File: src/rtl/vga_gen.sv
// VGA timing generator with grid, colour-bar, solid and streamed pixel sources.
// Sync, blank, colour and frame pulse are registered one cycle after the counter state.
module vga_gen #(
  parameter int   HDISP    = 800,
  parameter int   VDISP    = 480,
  parameter int   HFP      = 40,
  parameter int   HPULSE   = 48,
  parameter int   HBP      = 40,
  parameter int   VFP      = 13,
  parameter int   VPULSE   = 3,
  parameter int   VBP      = 29,
  parameter int   CW       = 8,
  parameter int   GRID     = 16,
  parameter logic SYNC_POL = 1'b0
) (
  input  logic            pixel_clk,
  input  logic            pixel_rst,
  input  logic [1:0]      mode,
  input  logic [3*CW-1:0] solid_rgb,
  input  logic [3*CW-1:0] pix_data,
  input  logic            pix_valid,
  input  logic            pix_sof,
  output logic            pix_ready,
  input  logic            err_clr,
  output logic            hs,
  output logic            vs,
  output logic            blank_n,
  output logic [3*CW-1:0] rgb,
  output logic            frame_start,
  output logic            underflow,
  output logic            desync,
  output logic            clk_out
);

  localparam int HTOTAL = HFP + HPULSE + HBP + HDISP;
  localparam int VTOTAL = VFP + VPULSE + VBP + VDISP;
  localparam int HW     = $clog2(HTOTAL);
  localparam int VW     = $clog2(VTOTAL);

  localparam logic [HW-1:0] H_LAST   = HW'(HTOTAL - 1);
  localparam logic [VW-1:0] V_LAST   = VW'(VTOTAL - 1);
  localparam logic [HW-1:0] H_SYNC_S = HW'(HFP);
  localparam logic [HW-1:0] H_SYNC_E = HW'(HFP + HPULSE);
  localparam logic [HW-1:0] H_ACT_S  = HW'(HFP + HPULSE + HBP);
  localparam logic [VW-1:0] V_SYNC_S = VW'(VFP);
  localparam logic [VW-1:0] V_SYNC_E = VW'(VFP + VPULSE);
  localparam logic [VW-1:0] V_ACT_S  = VW'(VFP + VPULSE + VBP);
  localparam logic [HW+2:0] HDISP_W  = (HW+3)'(HDISP);
  localparam logic [31:0]   GRID_M   = 32'(GRID - 1);

  typedef enum logic [1:0] {S_IDLE, S_SEEK, S_ARMED, S_RUN} state_t;

  logic [HW-1:0]   h;
  logic [VW-1:0]   v;
  logic [1:0]      mode_q;
  state_t          state, state_next;
  logic            h_sync, v_sync, act, at_origin, frame_top, on_grid;
  logic [HW-1:0]   x;
  logic [VW-1:0]   y;
  logic [HW+2:0]   x8, bar_q;
  logic [2:0]      bar_idx;
  logic [3*CW-1:0] strm_rgb, rgb_next;
  logic            uf_set, ds_set;

  assign clk_out = pixel_clk;

  assign h_sync    = (h >= H_SYNC_S) && (h < H_SYNC_E);
  assign v_sync    = (v >= V_SYNC_S) && (v < V_SYNC_E);
  assign act       = (h >= H_ACT_S) && (v >= V_ACT_S);
  assign x         = h - H_ACT_S;
  assign y         = v - V_ACT_S;
  assign at_origin = act && (x == '0) && (y == '0);
  assign frame_top = (h == '0) && (v == '0);
  assign on_grid   = ((32'(x) & GRID_M) == 32'd0) || ((32'(y) & GRID_M) == 32'd0);
  assign x8        = {x, 3'b000};
  assign bar_q     = x8 / HDISP_W;
  assign bar_idx   = bar_q[2:0];

  // Raster counters and per-frame mode latch
  always_ff @(posedge pixel_clk or posedge pixel_rst) begin
    if (pixel_rst) begin
      h      <= '0;
      v      <= '0;
      mode_q <= 2'd0;
    end else begin
      if (h == H_LAST) begin
        h <= '0;
        v <= (v == V_LAST) ? '0 : v + 1'b1;
      end else begin
        h <= h + 1'b1;
      end
      if (frame_top) begin
        mode_q <= mode;
      end
    end
  end

  // Stream FSM state register
  always_ff @(posedge pixel_clk or posedge pixel_rst) begin
    if (pixel_rst) begin
      state <= S_IDLE;
    end else begin
      state <= state_next;
    end
  end

  // Stream handshake and next state; a sof mismatch in RUN holds the beat and resynchronises
  always_comb begin
    state_next = state;
    pix_ready  = 1'b0;
    strm_rgb   = '0;
    uf_set     = 1'b0;
    ds_set     = 1'b0;
    case (state)
      S_IDLE: begin
        state_next = S_SEEK;
      end
      S_SEEK: begin
        pix_ready = !(pix_valid && pix_sof);
        if (pix_valid && pix_sof) begin
          state_next = S_ARMED;
        end else begin
          state_next = S_SEEK;
        end
      end
      S_ARMED: begin
        if (at_origin) begin
          pix_ready  = 1'b1;
          state_next = S_RUN;
          if (pix_valid) begin
            strm_rgb = pix_data;
          end else begin
            uf_set = 1'b1;
          end
        end else begin
          state_next = S_ARMED;
        end
      end
      S_RUN: begin
        if (act) begin
          if (pix_valid && (pix_sof != at_origin)) begin
            ds_set     = 1'b1;
            state_next = S_SEEK;
          end else begin
            pix_ready = 1'b1;
            if (pix_valid) begin
              strm_rgb = pix_data;
            end else begin
              uf_set = 1'b1;
            end
          end
        end else begin
          state_next = S_RUN;
        end
      end
      default: begin
        state_next = S_IDLE;
      end
    endcase
    if (mode_q != 2'd3) begin
      state_next = S_IDLE;
    end else begin
      state_next = state_next;
    end
  end

  // Pixel colour selection by the frame-latched mode
  always_comb begin
    rgb_next = '0;
    if (act) begin
      case (mode_q)
        2'd0:    rgb_next = on_grid ? {(3*CW){1'b1}} : '0;
        2'd1:    rgb_next = {{CW{bar_idx[2]}}, {CW{bar_idx[1]}}, {CW{bar_idx[0]}}};
        2'd2:    rgb_next = solid_rgb;
        2'd3:    rgb_next = strm_rgb;
        default: rgb_next = '0;
      endcase
    end else begin
      rgb_next = '0;
    end
  end

  // Registered video outputs and sticky error flags (a set beats a same-cycle clear)
  always_ff @(posedge pixel_clk or posedge pixel_rst) begin
    if (pixel_rst) begin
      hs          <= ~SYNC_POL;
      vs          <= ~SYNC_POL;
      blank_n     <= 1'b0;
      rgb         <= '0;
      frame_start <= 1'b0;
      underflow   <= 1'b0;
      desync      <= 1'b0;
    end else begin
      hs          <= h_sync ? SYNC_POL : ~SYNC_POL;
      vs          <= v_sync ? SYNC_POL : ~SYNC_POL;
      blank_n     <= act;
      rgb         <= rgb_next;
      frame_start <= frame_top;
      underflow   <= uf_set | (underflow & ~err_clr);
      desync      <= ds_set | (desync & ~err_clr);
    end
  end

endmodule

File: config.mk
export PLATFORM = sky130hd
export DESIGN_NAME = vga_gen
export DESIGN_NICKNAME = d
export VERILOG_FILES = /design/src/rtl/vga_gen.sv
export SDC_FILE = /design/constraint.sdc
export NUM_CORES = 1
export LEC_CHECK = 0
export ABC_AREA = 1
export CORE_ASPECT_RATIO = 0.9
export CORE_MARGIN = 2
export CORE_UTILIZATION = 28
export DETAILED_ROUTE_END_ITERATION = 7
export SLEW_MARGIN = 10
export SYNTH_ARGS = -nofsm -noshare
export SYNTH_HDL_FRONTEND = slang
export SYNTH_SLANG_ARGS = --single-unit
export TNS_END_PERCENT = 20
File: constraint.sdc
create_clock -name pixel_clk -period 3.3 [get_ports pixel_clk]
set_input_delay 0.66 -clock pixel_clk [delete_from_list [all_inputs] [get_ports pixel_clk]]
set_output_delay 0.66 -clock pixel_clk [all_outputs]
set_load 0.05 [all_outputs]
[Word level (Yosys, flattened, before mapping)]
Cells that the tools add are included.
W data, S select, Z words.
Word-level totals
  logic and storage cells: 85
  flip-flop bits (word level): 54
  input port bits: 55
  output and inout bits: 32
Cells by class
  order comparisons: 6
  multiplexer cells: 29
  reductions and logical operators: 18
  add/sub/neg operators: 4
  div/mod/pow operators: 1
  bitwise logic cells: 5
  equal/unequal tests: 11
Operator list (count)
  $mux W24: 5
  $pmux W24 S4: 1
  $logic_not A32 Y1: 2
  $pmux W24 S2: 1
  $logic_not A10 Y1: 4
  $add A10 B1 Y10 const B: 2
  $eq A10 B10 Y1 const B: 2
  $ge A10 B6 Y1 const B: 2
  $mux W10: 2
  $div A13 B10 Y13 const B: 1
  $mux W1: 13
  $ge A10 B4 Y1 const B: 1
  $ge A10 B8 Y1 const B: 1
  $lt A10 B5 Y1 const B: 1
  $lt A10 B7 Y1 const B: 1
  $sub A10 B6 Y10 const B: 1
  $sub A10 B8 Y10 const B: 1
  $eq A2 B2 Y1 const B: 4
  $logic_and A1 B1 Y1: 8
  $mux W2: 4
  $pmux W2 S4: 1
  $eq A2 B1 Y1 const B: 2
  $logic_not A2 Y1: 2
  $ne A4 B4 Y1 const B: 1
  9 further kinds: 11

[Depth between registers and ports, before layout]
Gate-level depths: netlist (run 1).
  word-level depth: 10
  depth in mapped cells: 27
  gate-level depth less buffers: 27

==> flow_metrics.tcl, run 1 <==
set metrics [dict create \
    port_buffers 86 \
    syn_area_sq_um 3930 \
    num_antenna_cells 0 \
    crit_type "clk -> out" \
    finalPower_mw 1.57 \
    fin_area_sq_um 5730 \
    crit_path_end_kind "output pin" \
    rrSetupSlack_ns 0.17 \
    grt_max_degree 27 \
    drv_cap 0 \
    ir_drop_uv 591 \
    status "finished, final reports clean" \
    synth_top_area_cell "dfrtp_1" \
    pwr_density_cell_nw_per_um2 275 \
    synth-edff-count 0 \
    synthArstFlopShare_pct 100 \
    worstPathMaxFanout 2 \
    dieArea_sq_um 15000 \
    rows 41 \
    routedWlPerCell_microns 14.6 \
    power_frac_seq_pct 42.4 \
    viasPerCell 4.98 \
    rsz0062_at_grt "true" \
    crit_path_end "clk_out" \
    fp.dieW_microns 129 \
    swShare_pct 24.1 \
    finalHoldViolCount 0 \
    gp_congestion 0.925 \
    first_pass_iters 6 \
    r2r-start "h[0]" \
    synth_top_cell_area_share_pct 33.1 \
    cts_tree "done" \
    core-area_sq_um 13900 \
    startpoint "pixel_clk" \
    power.switching_uw 379 \
    slew_viol_final 0 \
    p_int_mw 1.19 \
    grt_antenna_before_repair 0 \
    fin_util_pct 41.3 \
    cp-start-kind "clock port" \
    grt_pass1_wl_mm 18.8 \
    synth-seq-cells 54 \
    synth_flop_cell "dfrtp_1" \
    p_clk_share_pct 49.6 \
    synth.cells.most_frequent "nand2_1, inv_1, nor2_1" \
    cp.required_ns 2.64 \
    yosysUniqueCellTypes 41 \
    p_leak_nw 2.63 \
    ctsHoldBuffers 0 \
    fin_skew_ns 0.00862 \
    yosysWarnings 0 \
    pin_count 87 \
    drive_gt1_share_pct 23.5 \
    drt-initial-drc-count 244 \
    placed_cell_area_sq_um 5000 \
    drt.antenna.violating_nets 0 \
    grt_pass1_vias 3915 \
    initial_core_util_pct 28.4 \
    yosysMostFrequentCell "nand2_1" \
    syn_area_per_cell_sq_um 7.14 \
    yosys-top-cells-area "dfrtp_1, nand2_1, inv_1, nand3_1, nor2_1" \
    grt-ovfl-total 0 \
    vias 4227 \
    final.setup.tns_ns 0 \
    min-delay-start "desync" \
    worst_skew_pair.late_latency_ns 0.41 \
    worst-r2r-cell-count 21 \
    yosysSeqAreaShare_pct 34.4 \
    worstMarginPinSlew_ns 0.853 \
    drc_errors 0 \
    critical_path_arrival_ns 2.59 \
    relSlewSlack_pct 42.6 \
    area_delta_synth_final_pct 45.6 \
    holdCritPathClass "reg -> reg" \
    hpwl_mm 8.88 \
    synth_cells 551 \
    fin_nets 742 \
    r2r-end "rgb[2]" \
    path_clk_slew_ns 0.07 \
    track_usage_pct 15.7 \
    whs_ns 0.552 \
    fillers 1421 \
    floorplan.die.height_microns 116 \
    final-setup-viol-count 0 \
    routed_wl_mm 12.4 \
    comb_power_share_pct 8.0 \
    synth_nets 618 \
]
-- stage by stage --
step	cells	setup WS, ns
after floorplan	551	0.392
after global placement	800	0.104
after detailed placement	800	-0.00863
after CTS	814	-0.00427
after global routing	848	-0.0803
final	848	0.0546
-- per-layer routing --
| metal | up-vias | GRT usage, % | part of all wire (%) |
|---|---|---|---|
| met5 | - | 0 | 0 |
| met4 | 0 | 5.43 | 1.3 |
| met3 | 14 | 2.38 | 4.1 |
| met2 | 120 | 26.8 | 52 |
| met1 | 2014 | 20.4 | 43 |
| li1 | 2079 | - | - |
-- worst max-delay path, stage by stage --
cell and delay (ns):
clkbuf_16 0.12, clkbuf_16 0.13, clkdlybuf4s50_1 0.69
-- power groups by stage --
stage               Combinational (mW)  Sequential [mW]  Clock [mW]
floorplan                       0.0434            0.677      0.0653
global placement                 0.123            0.679      0.0699
detailed placement               0.124            0.679      0.0699
CTS                              0.126            0.666       0.803
global route                     0.137            0.667       0.832
finish                           0.125            0.667       0.780
-- flip-flops by register name, summed over array words and instances, names as in the netlist, 2 cells and up --
| name | count |
|---|---|
| state | 2 |
| h | 10 |
| mode_q | 2 |
| rgb | 24 |
| v | 10 |
-- cell type report --
type / instances / area [sq um] / share of cell area, %
flip-flops and latches: 54 / 1360 / 23.8
inverters: 79 / 309 / 5.40
well taps: 172 / 215 / 3.76
multi-input cells: 402 / 2420 / 42.2
clock buffers: 10 / 214 / 3.74
repair buffers: 129 / 1190 / 20.8
clock inverters: 2 / 13.8 / 0.240
-- kinds of logic (layout without fill, tap and decap cells) --
group,count (synthesis),after routing,synth area share (%)
adders and majority gates,12,12,3.82
xor gates and xnor gates,12,12,2.67
AOI/OAI and AO/OA,98,98,15.0
and+or+nand+nor,278,280,34.1
buffers and inverters,97,220,9.96
DFF,54,54,34.4
-- repair_timing --
item,in CTS,in global routing
gates cloned,0,2
endpoints found under the setup margin,9,17
resized for setup,12,60
pin swaps,1,26
buffers inserted,3,32
-- worst min path at each step --
stage	to	cells after the start
after global placement	underflow	2
after global routing	desync	2
after CTS	underflow	2
after floorplan	h[8]	1
final	desync	2
after detailed placement	desync	2
-- cell usage in the layout, fill, tap and decap left out, types with 6 or more instances in the layout --
| cell | n |
|---|---|
| nor2_4 | 7 |
| clkbuf_16 | 8 |
| xor2_1 | 12 |
| nor3_1 | 10 |
| inv_2 | 16 |
| nand2_4 | 6 |
| buf_4 | 44 |
| nand3_2 | 6 |
| nor2_1 | 53 |
| inv_1 | 58 |
| ha_1 | 7 |
| dfrtp_1 | 44 |
| a31oi_1 | 17 |
| nand2_1 | 93 |
| dfrtp_2 | 8 |
| clkdlybuf4s50_1 | 85 |
| o21ai_0 | 34 |
| nand3_1 | 44 |
| nand4_1 | 20 |
| nand2_2 | 21 |
| a21oi_2 | 8 |
| a21oi_1 | 18 |
No activity file was read; power rests on OpenSTA's default activity.
==> run 2, diff against run 1 <==
CAP_MARGIN = 40   (was not set)
SLEW_MARGIN = 0   (was 10)
==> results of run 2 <==
No change in the layout: final DEF, timing and power equal those of run 1.
